===== config.mk =====
export PLATFORM = sky130hd
export DESIGN_NAME = pipelined_lookahead_borrow_subtractor
export DESIGN_NICKNAME = d
export VERILOG_FILES = /design/src/rtl/pipelined_lookahead_borrow_subtractor.sv
export SDC_FILE = /design/constraint.sdc
export NUM_CORES = 1
export LEC_CHECK = 0
export BUFFER_PORTS_ARGS = -buffer_cell sky130_fd_sc_hd__buf_2
export CORE_MARGIN = 2
export CORE_UTILIZATION = 60
export CTS_CLUSTER_DIAMETER = 80
export CTS_CLUSTER_SIZE = 28
export DETAILED_ROUTE_END_ITERATION = 10
export GPL_ROUTABILITY_DRIVEN = 1
export PLACE_DENSITY = 0.9
export SYNTH_ARGS = -nofsm -noshare
export SYNTH_HDL_FRONTEND = slang
export SYNTH_SLANG_ARGS = --single-unit
export TNS_END_PERCENT = 1

===== constraint.sdc =====
create_clock -name clk -period 9.4 [get_ports clk]
set_input_delay 2.82 -clock clk [delete_from_list [all_inputs] [get_ports clk]]
set_output_delay 2.82 -clock clk [all_outputs]
set_load 0.02 [all_outputs]

===== src/rtl/pipelined_lookahead_borrow_subtractor.sv =====
// rtl/pipelined_lookahead_borrow_subtractor.sv - pipelined WIDTH-bit subtractor, one lookahead nibble per stage
// Elastic valid/ready pipeline computing a - b - borrow_in with registered inter-nibble borrows.

module borrow_lookahead_4 (
    input  logic [3:0] i_a,
    input  logic [3:0] i_b,
    input  logic       i_bin,
    output logic [3:0] o_d,
    output logic       o_bout
);

    logic [3:0] w_g;
    logic [3:0] w_p;
    logic [3:0] w_bor;
    logic       w_grp_g;
    logic       w_grp_p;

    // A borrow is generated where a=0,b=1 and passes through where the bits are equal.
    assign w_g = ~i_a & i_b;
    assign w_p = ~(i_a ^ i_b);

    assign w_bor[0] = i_bin;
    assign w_bor[1] = w_g[0] | (w_p[0] & i_bin);
    assign w_bor[2] = w_g[1] | (w_p[1] & w_g[0]) | (w_p[1] & w_p[0] & i_bin);
    assign w_bor[3] = w_g[2] | (w_p[2] & w_g[1]) | (w_p[2] & w_p[1] & w_g[0])
                    | (w_p[2] & w_p[1] & w_p[0] & i_bin);

    assign w_grp_g = w_g[3] | (w_p[3] & w_g[2]) | (w_p[3] & w_p[2] & w_g[1])
                   | (w_p[3] & w_p[2] & w_p[1] & w_g[0]);
    assign w_grp_p = &w_p;

    assign o_bout = w_grp_g | (w_grp_p & i_bin);
    assign o_d    = i_a ^ i_b ^ w_bor;

endmodule

module pipelined_lookahead_borrow_subtractor #(
    parameter int WIDTH = 16
) (
    input  logic             clk,
    input  logic             rst,
    input  logic             in_valid,
    output logic             in_ready,
    input  logic [WIDTH-1:0] a,
    input  logic [WIDTH-1:0] b,
    input  logic             borrow_in,
    output logic             out_valid,
    input  logic             out_ready,
    output logic [WIDTH-1:0] diff,
    output logic             borrow_out,
    output logic             overflow
);

    localparam int NSTAGE = WIDTH / 4;

    logic                  w_advance;
    logic [NSTAGE:0]       r_vld;
    logic [NSTAGE:0]       r_bor;
    logic [NSTAGE:0]       r_sa;
    logic [NSTAGE:0]       r_sb;
    logic [WIDTH-1:0]      r_a [NSTAGE];
    logic [WIDTH-1:0]      r_b [NSTAGE];
    logic [WIDTH-1:0]      r_d [1:NSTAGE];
    logic [WIDTH-1:0]      w_dnext [NSTAGE];
    logic [NSTAGE-1:0]     w_bo;

    // Level 0 holds the captured operands; level k+1 holds the result of nibble k.
    for (genvar k = 0; k < NSTAGE; k++) begin : g_stage
        logic [3:0] w_nib;

        borrow_lookahead_4 u_bla (
            .i_a    (r_a[k][4*k +: 4]),
            .i_b    (r_b[k][4*k +: 4]),
            .i_bin  (r_bor[k]),
            .o_d    (w_nib),
            .o_bout (w_bo[k])
        );

        if (k == 0) begin : g_first
            assign w_dnext[k] = WIDTH'(w_nib);
        end else begin : g_rest
            assign w_dnext[k] = r_d[k] | (WIDTH'(w_nib) << (4 * k));
        end
    end

    assign w_advance = ~r_vld[NSTAGE] | out_ready;

    always_ff @(posedge clk) begin
        if (rst) begin
            r_vld <= '0;
            r_bor <= '0;
            r_sa  <= '0;
            r_sb  <= '0;
            for (int k = 0; k < NSTAGE; k++) begin
                r_a[k] <= '0;
                r_b[k] <= '0;
            end
            for (int k = 1; k <= NSTAGE; k++) begin
                r_d[k] <= '0;
            end
        end else if (w_advance) begin
            r_vld[0] <= in_valid;
            r_a[0]   <= a;
            r_b[0]   <= b;
            r_bor[0] <= borrow_in;
            r_sa[0]  <= a[WIDTH-1];
            r_sb[0]  <= b[WIDTH-1];
            for (int k = 1; k < NSTAGE; k++) begin
                r_a[k] <= r_a[k-1];
                r_b[k] <= r_b[k-1];
            end
            for (int k = 0; k < NSTAGE; k++) begin
                r_vld[k+1] <= r_vld[k];
                r_bor[k+1] <= w_bo[k];
                r_sa[k+1]  <= r_sa[k];
                r_sb[k+1]  <= r_sb[k];
                r_d[k+1]   <= w_dnext[k];
            end
        end
    end

    assign in_ready   = w_advance;
    assign out_valid  = r_vld[NSTAGE];
    assign diff       = r_d[NSTAGE];
    assign borrow_out = r_bor[NSTAGE];
    assign overflow   = (r_sa[NSTAGE] ^ r_sb[NSTAGE]) & (r_d[NSTAGE][WIDTH-1] ^ r_sa[NSTAGE]);

endmodule


## Word level (Yosys, flattened, before mapping)

Memories as Yosys holds them, arrays and structs flattened.
Cells that the tools add are included.

| cells by class | value |
|---|---|
| bitwise gates (word level) | 140 |
| mux-type cells | 17 |
| reduce and logical (&&, ||, !) cells | 4 |

Operators with widths:

| kind | count |
|---|---|
| $mux W16 | 12 |
| $and A1 B1 Y1 | 61 |
| $or A1 B1 Y1 | 53 |
| $not A4 Y4 | 8 |
| $xor A4 B4 Y4 | 8 |
| $and A4 B4 Y4 | 4 |
| $or A16 B12 Y16 | 1 |
| $or A16 B16 Y16 | 1 |
| $or A16 B8 Y16 | 1 |
| $reduce_and A4 Y1 | 4 |
| $mux W1 | 5 |
| $xor A1 B1 Y1 | 2 |
| $not A1 Y1 | 1 |

| storage, ports and cells | value |
|---|---|
| memory bits (writable) | 192 |
| register bits after elaboration | 20 |
| input port bits | 37 |
| word-level logic and storage cells | 168 |
| output and inout port bits | 20 |
| memories kept | 3 |

Memory list:

| memory | depth | bits a word | rd ports | clocked after Yosys merged registers in | wr ports | line | source |
|---|---|---|---|---|---|---|---|
| r_a | 4 | 16 | 4 | 0 | 4 | 61 | `logic [WIDTH-1:0] r_a [NSTAGE];` |
| r_b | 4 | 16 | 4 | 0 | 4 | 62 | `logic [WIDTH-1:0] r_b [NSTAGE];` |
| r_d | 4 | 16 | 4 | 0 | 4 | 63 | `logic [WIDTH-1:0] r_d [1:NSTAGE];` |

## Logic depth before layout (Yosys ltp)

Gate-level depths: netlist (run 1).
An unclocked memory read counts as a cell.

| depth | value |
|---|---|
| depth after elaboration | 10 |
| depth in mapped cells | 6 |
| gate-level depth less buffers | 5 |

## Modules after synthesis

Synthesis (run 1) repeated with hierarchy kept, for this count alone.

| unflattened totals | value |
|---|---|
| cell total of the unflattened synthesis | 437 |
| area total of the unflattened synthesis | 6331.1 um^2 |

Modules (own cells, without submodules):

| module | times used | cells each | area an instance (um^2) | seq. area each (um^2) |
|---|---|---|---|---|
| pipelined_lookahead_borrow_subtractor | 1 | 361 | 5710.5 | 4003.8 |
| borrow_lookahead_4 | 4 | 19 | 155.1 | 0.0 |

## Worst setup path before layout (run 1)

No wires, ideal clock.

| timing path | value |
|---|---|
| path kind | input-to-reg |
| start | input rst |
| end | memory r_a[0][0] (enable) |
| cell stages on the path | 5 |
| path buffers | 3 |
| library setup time | 0.484 ns |
| setup slack | 3.058 ns |
| arrival time | 5.859 ns |
| cells stage by stage | buf_2 inv_2 buf_6 buf_2 nand2_1 |

RTL lines:

| item | line | source |
|---|---|---|
| start, declared | 41 | `input logic rst,` |
| end, declared | 61 |  |

## Final worst setup path (run 1)

| timing path | value |
|---|---|
| start | input out_ready |
| end | output in_ready |

| between the ends | value |
|---|---|
| word-level cells in the longest chain between the ends | 1 |

RTL lines:

| item | line | source |
|---|---|---|
| start, declared | 48 | `input logic out_ready,` |
| $or A1 B1 Y1 | 86 | `assign w_advance = ~r_vld[NSTAGE] \| out_ready;` |
| end, declared | 43 | `output logic in_ready,` |

Every way passes these cells.

==> results.yml, run 1 <==
run_status:
  status: "completed"
routing:
  via_count: 3606
  drt_first_pass_iters: 4
  wirelength_um: 9800
  first_iter_violations: 251
  final_antenna_net_count: 0
  routedWlPerCell_um: 15.0
  drc: 0
  via_per_inst: 5.51
clock_tree:
  tritoncts: "done"
  htreeDepth: 4
  cts_made_buffers: 17
  cts_hold_buf: 0
  root_buffer: "clkbuf_8"
  clk_latency_ps: 530
  clock_sinks: 140
  clkTransAtPathRegs_ps: 60
  postCtsSetupBuffers: 0
  clock_path_buffers: 2
  cts_resized: 0
sta:
  min_period_ps: 7280
  slew_violations: 0
  max_freq_mhz: 137
  skew_ps: 9.46
  setup_tns_ps: 0
  whs_ps: 453
  worstMarginPinSlew_ps: 1060
  period_share_pct: 77.4
  finalSetupViolCount: 0
  finalHoldViolations: 0
  rsz0062_at_grt: "no"
  maxSlewHeadroom_pct: 29.2
floorplanning:
  die_x_um: 105
  die_h_um: 105
  start_util_pct: 61.0
  rows: 37
  die_area_mm2: 0.0111
  coreArea_mm2: 0.0101
  io_pins: 57
global_route:
  grt_pass1_vias: 3570
  grt.total_usage_pct: 19.0
  grt_max_degree: 137
  antenna_found_initial: 0
  grt_first_pass_wirelength_um: 16400
  grt-ovfl-total: 0
worst_setup_path:
  crit_path_cell_trace: "buf_2 > nor2b_4 > inv_4 > buf_2"
  cpMostUsedCell: "buf_2"
  cp_data_required_time_ps: 6580
  startpoint_type: "primary input"
  cp_max_fo: 136
  path_buf_inv: 3
  critPathMaxStageDelay_ps: 580
  cp_top_family: "buffers and inverters"
  crit_type: "in2out"
  arrival_ps: 4460
  cpMaxStageDelayCell: "nor2b_4"
  end_kind: "primary output"
final_layout:
  fin_nets: 567
  post-route-util_pct: 67.8
  drive_gt1_share_pct: 18.3
  syn_to_final_growth_pct: 11.3
  diodes: 0
hold_path:
  worstHoldPathType: "reg2reg"
power:
  p_leak_uw: 0.00327
  p_per_area_mw_per_mm2: 206
  peakVddDrop_uv: 151
synthesis:
  ys_types: 32
  yosysWarningCount: 0
  synth_top_flop_cell: "edfxtp_1"
  netlist_area_mm2: 0.00618
  synthCells: 478
  syn_nets: 539
  synth_edf_count: 120
  ys_seq_area_share_pct: 64.8
  avgSynthCellArea_um2: 12.9
  synth_seq_cells: 140
  synthArstFlopShare_pct: 0
run:
  cap_viol_max_count: 0
place:
  place_hpwl_um: 5620
  place.gp.congestion: 0.800
  numPortBuffers: 56
-- metrics by stage --
| step | instance area, um2 | worst slack (ps) | power, uW | cells |
|---|---|---|---|---|
| after floorplan | 6180 | 3060 | 804 | 478 |
| after global placement | 6340 | 2210 | 818 | 623 |
| after detailed placement | 6340 | 2150 | 825 | 623 |
| after CTS | 6880 | 2140 | 1430 | 655 |
| after global routing | 6880 | 1960 | 1470 | 655 |
| final | 6880 | 2120 | 1420 | 655 |
-- power breakdown --
| part | switching [uW] | internal, uW | leakage, uW | total, uW |
|---|---|---|---|---|
| sequential | 11.1 | 708 | 0.00159 | 719 |
| combinational | 50.7 | 43.3 | 0.00142 | 94.0 |
| clock | 254 | 352 | 0.000258 | 605 |
| total | 315 | 1100 | 0.00327 | 1420 |
-- sequential cells by signal, summed over array words and instances (netlist names) --
register / count
r_sa: 5
r_d: 40
r_b: 40
r_sb: 5
r_vld: 5
r_bor: 5
r_a: 40
-- final timing paths --
kind / end / cells past startpoint / startpoint / slack (ps)
hold / removal: r_sb[0] / 2 / r_sb[0] / 450
setup / recovery: in_ready / 4 / out_ready / 2120
setup reg to reg: r_b[0][41] / 3 / r_vld[4] / 6980
hold reg to reg: r_sb[0] / 2 / r_sb[0] / 450
-- final cells by class --
cell class	instances	area, um2
Sequential cell	140	4000
Fill cell	711	3260
Timing Repair Buffer	58	295
Clock buffer	19	422
Tap cell	136	170
Inverter	30	115
Multi-Input combinational cell	259	1750
Clock inverter	13	119
-- layer usage --
layer  track usage (%)  up-vias  wire (um)
met5                 0        -          0
met4              8.55        0        114
met3              5.44       14        520
met2              31.3       97       4940
met1              23.4     1723       4230
li1                  -     1772          -
-- synthesized netlist by cell type, types with 5 or more instances --
master	n	area [um2]
dfxtp_1	20	400
buf_6	8	90.1
a41oi_1	5	43.8
buf_4	18	135
a21o_1	10	75.1
and3_1	108	676
edfxtp_1	120	3600
nand3_1	10	50.1
clkbuf_1	18	67.6
nor2_1	10	37.5
inv_1	28	105
a21oi_1	29	145
nand2_1	34	128
ha_1	20	250
mux2i_1	6	60.1
-- tightest hold or removal path, delay by kind of cell, from the launching register on --
| kind | cells | cell delay, ps |
|---|---|---|
| AOI/OAI and AO/OA | 1 | 50 |
| DFF | 1 | 310 |
| and+or+nand+nor | 1 | 50 |
-- logic make-up after synthesis --
| logic type | synth area share (%) |
|---|---|
| AOI/OAI and AO/OA | 5.83 |
| xor gates and xnor gates | 0.567 |
| adders and majority gates | 5.34 |
| buffers and inverters | 6.98 |
| DFF | 64.8 |
| muxes | 1.15 |
| and+or+nand+nor | 15.3 |
-- placed cells by master (no fill, tap or decap), types with 10 or more instances in the layout --
cell / instances
nand3_1: 10
buf_2: 56
ha_1: 20
a21oi_1: 29
dfxtp_1: 20
nand2_1: 33
inv_1: 28
a21o_1: 10
and3_1: 108
edfxtp_1: 120
nor2_1: 10
clkbuf_16: 16
No activity file was read; power rests on OpenSTA's default activity.
==> inputs of run 2 (changes only) <==
CORE_UTILIZATION = 59   (was 60)
PLACE_DENSITY = 0.89   (was 0.9)
clock period = 7.1 ns   (was 9.4 ns; I/O delays follow)
==> results.yml, run 2 (synthesis results as in run 1) <==
sta:
  slew_violations: 0
  setup_tns_ps: 0
  worstMarginPinSlew_ps: 1060
  rsz0062_at_grt: "no"
  finalHoldViolations: 0
  period_share_pct: 70.4
  skew_ps: 8.12
  maxSlewHeadroom_pct: 29.6
  max_freq_mhz: 200
  min_period_ps: 5000
  finalSetupViolCount: 0
clock_tree:
  htreeDepth: 4
  cts_made_buffers: 17
  cts_resized: 0
  clock_path_buffers: 2
  clk_latency_ps: 520
  root_buffer: "clkbuf_8"
  tritoncts: "done"
  clkTransAtPathRegs_ps: 60
  clock_sinks: 140
  postCtsSetupBuffers: 0
  cts_hold_buf: 0
power:
  switchingPower_uw: 409
  netSwitchingFraction_pct: 21.1
  power_frac_seq_pct: 49.0
  p_per_area_mw_per_mm2: 280
  peakVddDrop_uv: 222
  pwr-share-clk_pct: 44.5
  internal_power_uw: 1530
  share_comb_of_total_power_pct: 6.5
  p_leak_uw: 0.00330
routing:
  routedWlPerCell_um: 14.7
  drc: 0
  drt_first_pass_iters: 7
  first_iter_violations: 196
  met1Wirelength_um: 4110
  via_per_inst: 5.49
  final_antenna_net_count: 0
  wirelength_um: 9650
  top_layer: "met4"
  met3WireLength_um: 534
  via_count: 3606
  wl_met2_um: 4880
final_layout:
  diodes: 0
  final_cell_mix: "edfxtp_1, and3_1, buf_2"
  register_area_mm2: 0.00400
  syn_to_final_growth_pct: 12.3
  stdcell_area_mm2: 0.00694
  n_fill_cell: 704
  fin_nets: 569
  drive_gt1_share_pct: 19.0
  multi_input_area_mm2: 0.00175
  final_common_cell: "edfxtp_1"
  top_regs: "r_a: 40 flops, r_b: 40 flops, r_d: 40 flops"
worst_setup_path:
  end_kind: "primary output"
  crit_type: "in2out"
  startpoint_type: "primary input"
  cp_data_required_time_ps: 4970
  arrival_ps: 2870
  reg2reg_from: "r_vld[4]"
  crit_start: "out_ready"
  cp_max_fo: 29
  worst_r2r_path_depth: 4
floorplanning:
  die_area_mm2: 0.0113
  coreArea_mm2: 0.0102
  die_h_um: 106
  start_util_pct: 60.4
  die_x_um: 106
  rows: 37
  io_pins: 57
hold_path:
  hold_depth: 2
  worstHoldPathType: "reg2reg"
  hp-start: "r_sb[3]"
global_route:
  grt_first_pass_wirelength_um: 16000
  grt-ovfl-total: 0
  grt.total_usage_pct: 18.2
  grt_pass1_vias: 3471
  antenna_found_initial: 0
  grt_max_degree: 136
run_status:
  status: "completed"
place:
  place.gp.congestion: 0.803
  place_hpwl_um: 5490
  numPortBuffers: 56
  placed_cell_area_mm2: 0.00635
run:
  cap_viol_max_count: 0
[run 2: changes by cell type in the layout (fill, tap and decap cells not counted), sizes merged]
cell	change
bufinv	+2
clkinvlp	+1
clkinv	-2
inv	-1
buf	+2
[run 2: final timing paths]
path	to	slack, ps
setup / recovery	in_ready	2100
hold / removal	r_sb[3]	450
setup reg to reg	r_b[0][9]	4680
hold reg to reg	r_sb[3]	450
[run 2: through the flow]
step	hold WS [ps]	std cells	setup WS (ps)	power, uW	util, %
4_1_cts	454	657	2100	1950	67.8
2_1_floorplan	432	478	1450	1060	-
6_report	452	657	2100	1940	67.8
5_1_grt	468	657	2050	2010	67.8
3_5_place_dp	446	625	2090	1090	62.1
3_3_place_gp	439	625	2110	1080	62.1
[run 2: layer usage]
| layer | up-vias | track usage, % |
|---|---|---|
| met5 | - | 0 |
| met2 | 115 | 30.7 |
| li1 | 1782 | - |
| met3 | 15 | 5.46 |
| met4 | 0 | 6.58 |
| met1 | 1694 | 22.4 |
[run 2: cell type report]
type,count,share of cell area (%)
multi-input cells,259,25.3
repair buffers,60,4.47
inverters,30,1.66
well taps,136,2.45
clock inverters,13,2.40
clock buffers,19,6.08
flip-flops and latches,140,57.7
[run 2: power groups by stage]
| stage | registers (uW) | clock network [uW] | logic [uW] |
|---|---|---|---|
| 3_5_place_dp | 969 | 0 | 123 |
| 6_report | 952 | 863 | 126 |
| 3_3_place_gp | 966 | 0 | 117 |
| 4_1_cts | 952 | 875 | 126 |
| 5_1_grt | 956 | 915 | 140 |
| 2_1_floorplan | 965 | 0 | 99.9 |
[run 2: worst max-delay path, cell delays in order]
cell     delay [ps]
buf_2           110
nor2b_4          90
buf_4           330
inv_4            40
buf_2           160
